**src/rtl/sara_dar_recovery_ctrl.sv**
```systemverilog
// rtl/sara_dar_recovery_ctrl.sv - speculate-then-recover sequencer for a shared SARA_DAR adder
module sara_dar_recovery_ctrl #(
    parameter int SIZE      = 16,
    parameter int groupsize = 8,
    parameter int window    = 2,
    parameter int CNTW      = 16
) (
    input  logic            CLK,
    input  logic            RST_N,
    input  logic            IN_VALID,
    output logic            IN_READY,
    input  logic [SIZE:1]   A,
    input  logic [SIZE:1]   B,
    input  logic            CIN,
    input  logic            MODE,
    output logic [SIZE:1]   ADD_A,
    output logic [SIZE:1]   ADD_B,
    output logic            ADD_CIN,
    output logic            ADD_SEL,
    input  logic [SIZE:1]   ADD_SUM,
    input  logic            ADD_COUT,
    output logic            OUT_VALID,
    input  logic            OUT_READY,
    output logic [SIZE:1]   SUM,
    output logic            COUT,
    output logic            OUT_APPROX,
    output logic [CNTW-1:0] REC_CNT
);

    typedef enum logic [1:0] {IDLE, SPEC, RECOV, HOLD} state_t;

    localparam int NB = SIZE / groupsize - 1;

    state_t          r_state;
    state_t          w_next;
    logic [SIZE:1]   r_a;
    logic [SIZE:1]   r_b;
    logic            r_cin;
    logic            r_mode;
    logic [SIZE:1]   r_sum;
    logic            r_cout;
    logic            r_approx;
    logic [CNTW-1:0] r_cnt;
    logic [SIZE:1]   w_diff;
    logic [NB-1:0]   w_bnd;
    logic            w_risk;
    logic            w_recover;

    // A carry can only be mispredicted where every window bit below a boundary propagates.
    assign w_diff = r_a ^ r_b;

    genvar k;
    generate
        for (k = 1; k <= NB; k++) begin : g_bnd
            assign w_bnd[k-1] = &w_diff[k*groupsize -: window];
        end
    endgenerate

    assign w_risk    = |w_bnd;
    assign w_recover = r_mode & w_risk;

    always_ff @(posedge CLK or negedge RST_N) begin
        if (!RST_N) begin
            r_state <= IDLE;
        end else begin
            r_state <= w_next;
        end
    end

    always_comb begin
        w_next = r_state;
        case (r_state)
            IDLE:    if (IN_VALID) w_next = SPEC;
            SPEC:    w_next = w_recover ? RECOV : HOLD;
            RECOV:   w_next = HOLD;
            HOLD:    if (OUT_READY) w_next = IDLE;
            default: w_next = IDLE;
        endcase
    end

    always_ff @(posedge CLK or negedge RST_N) begin
        if (!RST_N) begin
            r_a      <= '0;
            r_b      <= '0;
            r_cin    <= 1'b0;
            r_mode   <= 1'b0;
            r_sum    <= '0;
            r_cout   <= 1'b0;
            r_approx <= 1'b0;
            r_cnt    <= '0;
        end else begin
            case (r_state)
                IDLE: begin
                    if (IN_VALID) begin
                        r_a    <= A;
                        r_b    <= B;
                        r_cin  <= CIN;
                        r_mode <= MODE;
                    end
                end
                SPEC: begin
                    if (!w_recover) begin
                        r_sum    <= ADD_SUM;
                        r_cout   <= ADD_COUT;
                        r_approx <= w_risk & ~r_mode;
                    end
                end
                RECOV: begin
                    r_sum    <= ADD_SUM;
                    r_cout   <= ADD_COUT;
                    r_approx <= 1'b0;
                    if (r_cnt != '1) begin
                        r_cnt <= r_cnt + 1'b1;
                    end
                end
                default: ;
            endcase
        end
    end

    assign IN_READY   = (r_state == IDLE);
    assign OUT_VALID  = (r_state == HOLD);
    assign ADD_SEL    = (r_state == RECOV);
    assign ADD_A      = r_a;
    assign ADD_B      = r_b;
    assign ADD_CIN    = r_cin;
    assign SUM        = r_sum;
    assign COUT       = r_cout;
    assign OUT_APPROX = r_approx;
    assign REC_CNT    = r_cnt;

endmodule

```
**config.mk**
```make
export PLATFORM = sky130hd
export DESIGN_NAME = sara_dar_recovery_ctrl
export DESIGN_NICKNAME = d
export VERILOG_FILES = /design/src/rtl/sara_dar_recovery_ctrl.sv
export SDC_FILE = /design/constraint.sdc
export NUM_CORES = 1
export LEC_CHECK = 0
export ABC_AREA = 1
export ABC_CLOCK_PERIOD_IN_PS = 4300
export CAP_MARGIN = 40
export CORE_MARGIN = 10
export CORE_UTILIZATION = 40
export CTS_CLUSTER_SIZE = 8
export DETAILED_ROUTE_END_ITERATION = 10
export DONT_BUFFER_PORTS = 1
export SLEW_MARGIN = 10
export SYNTH_ARGS = -nofsm -noshare
export SYNTH_HDL_FRONTEND = slang
export SYNTH_SLANG_ARGS = --single-unit
```
**constraint.sdc**
```tcl
create_clock -name CLK -period 4.3 [get_ports CLK]
set_input_delay 0.86 -clock CLK [delete_from_list [all_inputs] [get_ports CLK]]
set_output_delay 0.86 -clock CLK [all_outputs]
set_load 0.01 [all_outputs]
```
==> run metrics <==
achievable clock frequency=~440 MHz; first-iteration detailed-routing DRC count=a little over 70; library cell occupying the most area in the post-synthesis netlist=dfrtp_1; Warnings, synthesis=0; highest net fanout along the worst path=6; number of hold buffers added after CTS=0; master cell of the clock root buffer=clkbuf_8; CTS buffer count=9; biggest area contributors in the synthesized netlist=dfrtp_1 (54%), mux2_2 (12%), nand2_1 (10%); arrival time at the worst endpoint=1.39 ns; post-synthesis average cell area=10.2 um^2; static power due to leakage=roughly 1.6 nW; Num Clock Sinks=70; sort of element at the end of the critical path=output port; area taken by multi-input logic gates=around 1400 um^2; via count=2,191; max-capacitance violation count=0; final cycle utilization of the critical path=0.524; post-route clock skew=between 0.009 and 0.01 ns; number of remaining DRC errors=0; HPWL after detailed placement=approximately 5700 um; I/O pins=between 100 and 150; type of the most critical hold path=input pin to async pin; y dimension of the die=roughly 110 um; area share of the largest cell type after synthesis=0.537; routed vias/inst=between 5 and 6; antenna violations before repair=0; syn nets=380; worst voltage drop across the vdd grid=0.284 mV; PnR Total Power=2.72 mW; Die Outline Area=between 10,000 and 15,000 um^2; average wire per cell in the routed design=18.0 um; setup repair after global routing missed its margin=false; transition at the pin with the smallest max-transition slack=approximately 0.65 ns; total of flip-flops plus latches after synthesis=70; mapped cell area=roughly 3300 um^2; drt pass-1 iters=4; Final Routed Wirelength=a little under 8000 um; P per Cell Area=between 700 and 800 nW/um^2; latest clock arrival within the worst-skew pair=between 0.3 and 0.4 ns; chip width=roughly 110 um; Syn Inst Count=between 300 and 400; via count of the first global-routing pass=roughly 2.3k; number of enable flip-flop cells after synthesis=0; remaining antenna violation count after routing=0; total of cells resized after clock tree synthesis=0; distinct cell type count after synthesis=25; wire length of the first global-routing pass=approximately 12,000 um; buffers added on ports=0; H-tree levels=3; Total Negative Setup Slacks=0 ns; run status=finished clean; number of setup buffers added after CTS=0; number of filler instances in the final layout=760; remaining global-route overflow=0; worst relative slew slack=0.563; global-route usage over all layers=0.125; endpoint required time on the critical path=3.44 ns; number of inserted diodes=0; final hold violation count=0; core footprint=between 7000 and 8000 um^2; share of final-layout standard cells stronger than drive strength 1=0.226; nets@finish=~380; category of the most critical setup path=register to output port; final period demand of the worst path=~2.3 ns; number of setup violations in the final report=0; post-synthesis sequential area ratio=0.537; FF/Latch Area=~1800 um^2; routability congestion estimate from global placement=slightly above 0.8; Async S/R FF share, synth=1.00; startpoint types=register; number of max-slew violations in the final report=0; largest net degree at the start of global routing=71; number of standard-cell rows in the floorplan=32; prevailing post-synth register cell=dfrtp_1; TritonCTS clock tree=yes; Worst-path clk slew=approximately 0.080 ns; initial standard-cell utilization of the core=0.417; Layout Area Growth over Synthesis=8.94%; Max Root-Sink Buffers=2
==> report_power, final <==
group          internal, mW  switching (mW)
logic                 0.334           0.466
clock network         0.343           0.253
registers             0.947           0.376
total                  1.62            1.09
==> worst max-delay path: stages, from the launching register on <==
cell and delay, ns:
dfrtp_1 0.44, inv_1 0.13, ha_1 0.49
==> area by class of cell <==
class,instances,area share
clock buffer,11,0.0398
clock inverter,5,0.0233
inverter,19,0.0201
multi-input combinational,221,0.385
sequential,70,0.493
tap,102,0.0359
timing repair buffer,1,0.00211
==> layer usage <==
metal	wire length [um]	track usage
met3	1060	0.0725
met4	112	0.0560
met2	3770	0.197
met5	0	0
met1	2790	0.133
==> kinds of logic (layout without fill, tap and decap cells) <==
group / after synthesis / count (layout) / share of synthesized area
mux: 34 / 34 / 0.117
xor+xnor: 9 / 9 / 0.0242
buf+inv: 28 / 36 / 0.0426
fa+ha+maj: 6 / 6 / 0.0230
flops: 70 / 70 / 0.537
compound gates: 13 / 13 / 0.0319
simple gates: 159 / 159 / 0.223
==> worst paths after layout <==
kind / start / to / cells past startpoint / slack [ns]
min in group CLK: r_mode / r_mode / 1 / 0.54
hold / removal: RST_N / REC_CNT[5] / 0 / 0.21
hold reg to reg: r_mode / r_mode / 1 / 0.54
setup / recovery: r_state[0] / ADD_SEL / 2 / 2.05
setup reg to reg: r_state[0] / SUM[8] / 6 / 2.29
max in group asynchronous: RST_N / SUM[4] / 0 / 3.99
==> synth_stat cells, types with 4 or more instances <==
library cell,number
nand2_1,87
dfrtp_1,70
mux2_2,34
nand3_1,33
inv_1,18
nor2_1,18
nand2_2,8
xor2_1,8
o21ai_2,7
ha_1,6
nand4_1,4
o21ai_0,4
==> state kept, by name, indices dropped and copies added (netlist names) <==
name and count:
COUT 1, r_state 2, SUM 16, ADD_CIN 1, ADD_A 16, ADD_B 16, REC_CNT 16, OUT_APPROX 1
r_mode 1
==> placed cells by master, fill, tap and decap left out, types with 3 or more instances in the layout <==
master	instances
dfrtp_1	70
ha_1	6
xor2_1	8
clkinvlp_4	3
clkbuf_8	10
o21ai_0	4
nand3_1	33
nor2_1	18
inv_1	18
nand2_1	87
mux2_2	34
nand2_2	8
nand2_4	3
nand4_1	4
o21ai_2	7
==> per-stage QoR <==
stage	cell area [um^2]	setup WS (ns)	hold WS [ns]	cells	util
finish	3550	2.05	0.207	429	0.455
global route	3550	1.96	0.176	429	0.455
CTS	3550	2.02	0.184	429	0.455
detailed placement	3330	2.31	0.528	413	0.426
global placement	3330	2.33	0.518	413	0.426
floorplan	3260	2.57	0.504	319	-
No activity file was read; power rests on OpenSTA's default activity.
==> variant, RTL diff (config.mk and constraints unchanged) <==
Change the parameter `CNTW` from 16 to 24.
--- a/src/rtl/sara_dar_recovery_ctrl.sv
+++ b/src/rtl/sara_dar_recovery_ctrl.sv
@@ -3,7 +3,7 @@
     parameter int SIZE      = 16,
     parameter int groupsize = 8,
     parameter int window    = 2,
-    parameter int CNTW      = 16
+    parameter int CNTW      = 24
 ) (
     input  logic            CLK,
     input  logic            RST_N,
Ports: changed (resized REC_CNT); port bits go from 125 to 133. No check against the original RTL was run, so the function may have changed too.
==> variant against the unedited design <==
  * Combinational power down 6.4%
  * Synthesized area up 15%
  * Wire length up 20%
  * Sequential cell count up 8
  * Critical path depth up 4
  * Clock skew about the same
  * Via count up 21%
  * Total power down 0.99%
  * Hold slack worse by 0.011 ns
  * Final area up 14%
  * Setup slack worse by 0.013 ns
==> variant: results <==
{
  "status": "complete, no violations",
  "synth_common_cells": "nand2_1 (150), dfrtp_1 (78), mux2_2 (34)",
  "stdcell_count": 524,
  "drt_first_pass_iters": 4,
  "path_delay_family": "simple AND/OR/NAND/NOR gates",
  "ys_seq_area_share_pct": 52.1,
  "synthesis.nets": 468,
  "vias": 2659,
  "worst_ep_arrival_time_ns": 2.55,
  "grt_pass1_wl_microns": 14600,
  "cp_slowest_cell": "nand2_1",
  "drive_above_1_share_pct": 15.3,
  "place_inst": 508,
  "synthTopCellsByArea": "dfrtp_1 (52%), nand2_1 (15%), mux2_2 (10%)",
  "postSynthAreaPerCell_sq_um": 9.21,
  "fin_ws_ns": 2.03,
  "peakVddDrop_v": 0.000336,
  "worstMarginPinSlew_ns": 0.593,
  "first_iter_violations": 160,
  "dp_hpwl_microns": 6900,
  "clock_skew_ns": 0.0101,
  "fillers": 873,
  "postCtsSetupBuffers": 0,
  "num_antenna_cells": 0,
  "critical_path.max_fanout": 19,
  "path_clk_slew_ns": 0.09,
  "cts_htree_levels": 3,
  "crit_path_max_incr_delay_ns": 0.55,
  "power.leakage_uw": 0.00187,
  "grt_usage_pct": 13.7,
  "route.detailed.wl_per_inst_microns": 17.6,
  "yosys_warnings": 0,
  "grt_max_degree": 79,
  "place_congestion": 0.816
}
variant: cell types whose count changed in the layout (fill, tap and decap cells not counted), sizes merged, moves of 4 or more:
cell,before,now
xor2,8,4
dfrtp,70,78
nor2,20,31
nand2,98,153
xnor2,1,10
variant: path summary, 6_finish.rpt:
path	to	cells past startpoint	from
worst min register to register	r_mode	1	r_mode
worst max-delay path	COUT	6	r_state[0]
max in group asynchronous	ADD_A[7]	0	RST_N
worst min-delay path	REC_CNT[6]	0	RST_N
min in group CLK	r_mode	1	r_mode
worst max register to register	COUT	6	r_state[0]
variant: kinds of logic after synthesis:
group           count (synthesis)  synth area share (%)
compound gates                 14                  2.37
xor+xnor                       14                  3.27
mux                            34                  10.2
flops                          78                  52.1
fa+ha+maj                       6                  2.00
buf+inv                        34                  4.11
simple gates                  227                  26.0
variant: per-stage QoR:
stage	hold WS, ns	util [%]	area (sq um)
after global placement	0.525	41.6	3820
after CTS	0.175	43.9	4040
after floorplan	0.504	-	3750
after detailed placement	0.543	41.7	3830
final	0.196	43.9	4040
after global routing	0.162	43.9	4040
variant: layer usage:
metal  global-route usage [%]  part of all wire, %  vias up
met1                     15.7                   41     1237
met4                     3.95                  1.0        0
met3                     8.26                   13        9
li1                         -                    -     1305
met2                     21.1                   45      108
met5                        0                    0        -
variant: power by group:
part	internal (uW)	switching, uW	leakage, uW
logic	330	419	0.000801
clock network	284	277	0.0000955
registers	1020	365	0.000976
total	1630	1060	0.00187
variant: final cells by class:
type                            count  area, sq um  share of cell area (%)
Sequential cell                    78         1950                    48.4
Inverter                           22         82.6                    2.05
Multi-Input combinational cell    295         1640                    40.7
Clock inverter                      5         58.8                    1.46
Clock buffer                       11          141                    3.50
Timing Repair Buffer                2         18.8                   0.465
Tap cell                          111          139                    3.44
